<file path="src/rtl/mu0_pkg.sv">
// Shared MU0 definitions: serial transmitter state encoding and datapath width.
package mu0_pkg;

  localparam int unsigned DATA_W    = 16;
  localparam int unsigned BIT_CNT_W = $clog2(DATA_W);

  typedef enum logic [1:0] {
    IDLE  = 2'd0,
    START = 2'd1,
    DATA  = 2'd2,
    STOP  = 2'd3
  } state_t;

endpackage

</file>
<file path="src/rtl/mu0_baud_cnt.sv">
// Baud counter: counts TERM_CNT cycles per bit, wraps on its own tick,
// and is held at zero while i_clr is high.
module mu0_baud_cnt #(
  parameter int unsigned TERM_CNT = 4
) (
  input  logic i_clk,
  input  logic i_rst,
  input  logic i_clr,
  output logic o_tick_c
);

  localparam int unsigned CNT_W = (TERM_CNT > 1) ? $clog2(TERM_CNT) : 1;

  logic [CNT_W-1:0] r_cnt;

  assign o_tick_c = (r_cnt == CNT_W'(TERM_CNT - 1));

  always_ff @(posedge i_clk or posedge i_rst) begin
    if (i_rst) begin
      r_cnt <= '0;
    end else if (i_clr || o_tick_c) begin
      r_cnt <= '0;
    end else begin
      r_cnt <= r_cnt + CNT_W'(1);
    end
  end

endmodule

</file>
<file path="src/rtl/mu0_serial_tx16.sv">
// 16-bit serial transmitter: start bit, 16 data bits LSB first, stop bit,
// each lasting CLKS_PER_BIT cycles, with a valid/ready word handshake.
module mu0_serial_tx16
  import mu0_pkg::*;
#(
  parameter int unsigned CLKS_PER_BIT = 4
) (
  input  logic              Clk,
  input  logic              Reset,
  input  logic              Valid,
  input  logic [DATA_W-1:0] D,
  output logic              Ready,
  output logic              TxD,
  output logic              Busy,
  output logic              Done
);

  state_t                 r_state;
  state_t                 w_state_next;
  logic [DATA_W-1:0]      r_shift;
  logic [DATA_W-1:0]      w_shift_d;
  logic [DATA_W-1:0]      w_shift_nv;
  logic                   w_shift_en;
  logic [BIT_CNT_W-1:0]   r_bit;
  logic [BIT_CNT_W-1:0]   w_bit_next;
  logic                   r_txd;
  logic                   w_txd_next;
  logic                   w_tick;
  logic                   w_baud_clr;

  // Counter idles at zero so the START bit gets a full bit period.
  assign w_baud_clr = (r_state == IDLE);

  mu0_baud_cnt #(
    .TERM_CNT (CLKS_PER_BIT)
  ) u_baud (
    .i_clk    (Clk),
    .i_rst    (Reset),
    .i_clr    (w_baud_clr),
    .o_tick_c (w_tick)
  );

  always_ff @(posedge Clk or posedge Reset) begin
    if (Reset) begin
      r_state <= IDLE;
      r_bit   <= '0;
      r_txd   <= 1'b1;
    end else begin
      r_state <= w_state_next;
      r_bit   <= w_bit_next;
      r_txd   <= w_txd_next;
    end
  end

  // Enable-gated load register holding the word being shifted out.
  always_ff @(posedge Clk or posedge Reset) begin
    if (Reset) begin
      r_shift <= '0;
    end else if (w_shift_en) begin
      r_shift <= w_shift_d;
    end
  end

  always_comb begin
    w_state_next = r_state;
    w_shift_en   = 1'b0;
    w_shift_d    = r_shift;
    w_bit_next   = r_bit;
    w_txd_next   = 1'b1;

    case (r_state)
      IDLE: begin
        if (Valid) begin
          w_state_next = START;
          w_shift_en   = 1'b1;
          w_shift_d    = D;
        end
      end
      START: begin
        if (w_tick) begin
          w_state_next = DATA;
        end
      end
      DATA: begin
        if (w_tick) begin
          w_shift_en = 1'b1;
          w_shift_d  = {1'b0, r_shift[DATA_W-1:1]};
          w_bit_next = r_bit + BIT_CNT_W'(1);
          if (r_bit == '1) begin
            w_state_next = STOP;
          end
        end
      end
      STOP: begin
        if (w_tick) begin
          w_state_next = IDLE;
        end
      end
      default: w_state_next = IDLE;
    endcase

    w_shift_nv = w_shift_en ? w_shift_d : r_shift;

    // Line level is registered from the state being entered.
    case (w_state_next)
      START:   w_txd_next = 1'b0;
      DATA:    w_txd_next = w_shift_nv[0];
      default: w_txd_next = 1'b1;
    endcase
  end

  assign Ready = (r_state == IDLE);
  assign Busy  = ~Ready;
  assign Done  = (r_state == STOP) && w_tick;
  assign TxD   = r_txd;

endmodule

</file>
<file path="config.mk">
export PLATFORM = sky130hd
export DESIGN_NAME = mu0_serial_tx16
export DESIGN_NICKNAME = d
export VERILOG_FILES = /design/src/rtl/mu0_pkg.sv /design/src/rtl/mu0_baud_cnt.sv /design/src/rtl/mu0_serial_tx16.sv
export SDC_FILE = /design/constraint.sdc
export NUM_CORES = 1
export LEC_CHECK = 0
export ABC_CLOCK_PERIOD_IN_PS = 2100
export CAP_MARGIN = 20
export CORE_UTILIZATION = 50
export CTS_CLUSTER_DIAMETER = 50
export CTS_CLUSTER_SIZE = 40
export DETAILED_ROUTE_END_ITERATION = 10
export PLACE_DENSITY_LB_ADDON = 0.12
export SYNTH_ARGS = -nofsm -noshare
export SYNTH_HDL_FRONTEND = slang
export SYNTH_SLANG_ARGS = --single-unit
</file>
<file path="constraint.sdc">
create_clock -name Clk -period 2.1 [get_ports Clk]
set_clock_uncertainty 0.15 [all_clocks]
set_input_delay 0.42 -clock Clk [delete_from_list [all_inputs] [get_ports Clk]]
set_output_delay 0.42 -clock Clk [all_outputs]
set_load 0.01 [all_outputs]
</file>
==> qor.yml <==
status: "finished, final reports clean"
p_per_area_nw_per_um2: 1230
busiest_layer: "met2"
grt_max_degree: 20
worst_slew_pin_slew_ns: 0.346
grt_first_pass_wirelength_mm: 3.28
dieHeight_um: 50.4
grtUsageTotal: 0.175
period_share: 0.959
port_buffers: 22
ys_warn_count: 0
ios: 23
tritoncts: "built"
final-setup-viol-count: 0
die_w_um: 50.4
clk_latency_ns: 0.32
first_pass_iters: 4
use_met2: 0.264
worst_slack_ns: 0.0860
max-vdd-ir-drop_v: 0.000686
rows: 17
yosys.area.top_type_share: 0.513
ys_seq_area_frac: 0.536
reg2reg_slack_ns: 0.37
synth_top_area_cell: "dfrtp_1"
fill_cells: 178
grt_use_met1: 0.250
path_class: "reg -> out"
dp_hpwl_mm: 1.49
cts.sinks: 25
num_vias: 809
synth.avg_cell_area_um2: 12.7
grt_overflow_total: 0
viasPerCell: 5.50
syn-cell-area_um2: 1170
crit_path_end_kind: "output pin"
layout.nets: 141
cp.arrival_ns: 1.44
place_ws_ns: 0.173
cap_viol_max_count: 0
fin_setup_tns_ns: 0
clock_path_buffers: 2
ys_ff_latch: 25
report.final.slew_viol_count: 0
clk_pin_slew_ns: 0.13
synth.area.top_cells: "dfrtp_1, a22o_1, a21o_1"
hold_viol: 0
fmax_mhz: 497
power_leakage_nw: 0.758
min_period_ns: 2.01
crit_required_ns: 1.53
coreArea_um2: 2210
cts_buffers: 3
drcViolationCount: 0
cts_root_buf: "clkbuf_4"
h-tree-depth: 1
ant_nets: 0
antenna_cells: 0
die_area_um2: 2540
start_util: 0.529
grt_pass1_vias: 751
seq_area_um2: 628
avgRoutedWirePerCell_um: 14.0
reg2reg_to: "TxD$_DFF_PP1_"
multi_input_area_um2: 492
syn_to_final_growth_pct: 27.1
drt-initial-drc-count: 18
reg2reg_depth: 4
drive_gt1_frac: 0.168
max_slew_margin: 0.769
wirelength_mm: 2.05
antenna_found_initial: 0
grt_util_met3: 0.0273
worst-path-max-fanout: 6
hp-class: "in -> async"
syn_inst: 92
finalCoreUtilization: 0.672
gp_congestion: 0.786
r2r_start: "r_bit[0]$_DFFE_PP0N_"
syn_nets: 113
synth.distinct_cells: 28
rsz0062_at_grt: "false"
start_kind: "flip-flop"
==> worst max path at each step <==
stage                              startpoint  cells past startpoint                 endpoint
floorplan           u_baud.r_cnt[0]$_DFF_PP0_                      6   r_shift[4]$_DFFE_PP0P_
global placement                        Valid                      4            TxD$_DFF_PP1_
detailed placement                      Valid                      5  r_shift[13]$_DFFE_PP0P_
CTS                      r_state[0]$_DFF_PP0_                      2                    Ready
global route             r_state[0]$_DFF_PP0_                      3                     Busy
finish                   r_state[0]$_DFF_PP0_                      3                     Busy
==> state kept, by name, summed over array words and instances, names as in the netlist <==
signal        cells
TxD               1
u_baud.r_cnt      2
r_shift          16
r_state           2
r_bit             4
==> cells in the mapped netlist <==
cell type,count
nor3b_4,1
mux2_1,1
xnor2_1,3
buf_6,3
dfstp_2,1
nor2_4,1
o21a_1,1
a22o_1,15
nand4_1,1
inv_1,4
ha_1,2
a21o_1,14
mux2_4,1
o32ai_1,1
xor2_1,1
a221o_2,1
dfrtp_1,24
nand2_1,2
nor3_1,3
and4bb_2,1
nor2b_1,1
buf_2,2
and3b_1,1
and3_1,3
nor3b_1,1
nor4bb_1,1
nor2_1,1
buf_4,1
==> kinds of logic after synthesis <==
logic type	count (synthesis)	synth area share
buffers and inverters	10	0.0567
XOR/XNOR	4	0.0300
AO/OA/AOI/OAI	32	0.226
AND/OR/NAND/NOR	17	0.108
multiplexers	2	0.0225
adder cells (fa/ha/maj)	2	0.0214
flip-flops	25	0.536
==> cells in the final DEF, fill, tap and decap left out, types with 3 or more instances in the layout <==
| master | count |
|---|---|
| a21o_1 | 14 |
| a22o_1 | 15 |
| and3_1 | 3 |
| buf_4 | 6 |
| clkbuf_4 | 3 |
| clkdlybuf4s50_1 | 20 |
| dfrtp_1 | 23 |
| inv_1 | 4 |
| nor3_1 | 3 |
| xnor2_1 | 3 |
==> per-layer routing <==
metal / routed length (µm) / share of wire
met3: 59 / 0.029
met2: 952 / 0.46
met1: 1020 / 0.50
met5: 0 / 0
met4: 18 / 0.0088
==> what timing repair did <==
item	in CTS	in global routing
endpoints found under the hold margin	0	0
hold buffers	0	0
gates resized for setup	5	1
endpoints found under the setup margin	3	2
gates cloned	0	0
buffers inserted	0	2
==> report_power, final <==
part	internal [mW]	leakage (nW)	switching (mW)
combinational	0.443	0.434	0.309
sequential	0.706	0.310	0.149
clock	0.0728	0.0139	0.146
==> critical path, stage by stage (launching register included) <==
cell and delay [ns]:
dfrtp_2 0.47, nor2_2 0.13, inv_1 0.06, clkdlybuf4s50_1 0.47
==> per-stage QoR <==
step	cell area, µm²	power, mW	cells	hold WS (ns)
floorplan	1170	1.36	92	0.265
global placement	1420	1.53	141	0.273
detailed placement	1420	1.57	141	0.288
CTS	1470	1.81	145	0.154
global route	1490	1.96	147	0.167
finish	1490	1.83	147	0.176
==> cell type report <==
cell class              instances  area share
multi-input cells              57       0.331
inverters                       4      0.0101
flip-flops and latches         25       0.423
clock buffers                   3      0.0152
well taps                      28      0.0236
repair buffers                 29       0.193
clock inverters                 1     0.00505
Note: power is estimated with default switching activity, not from simulation.
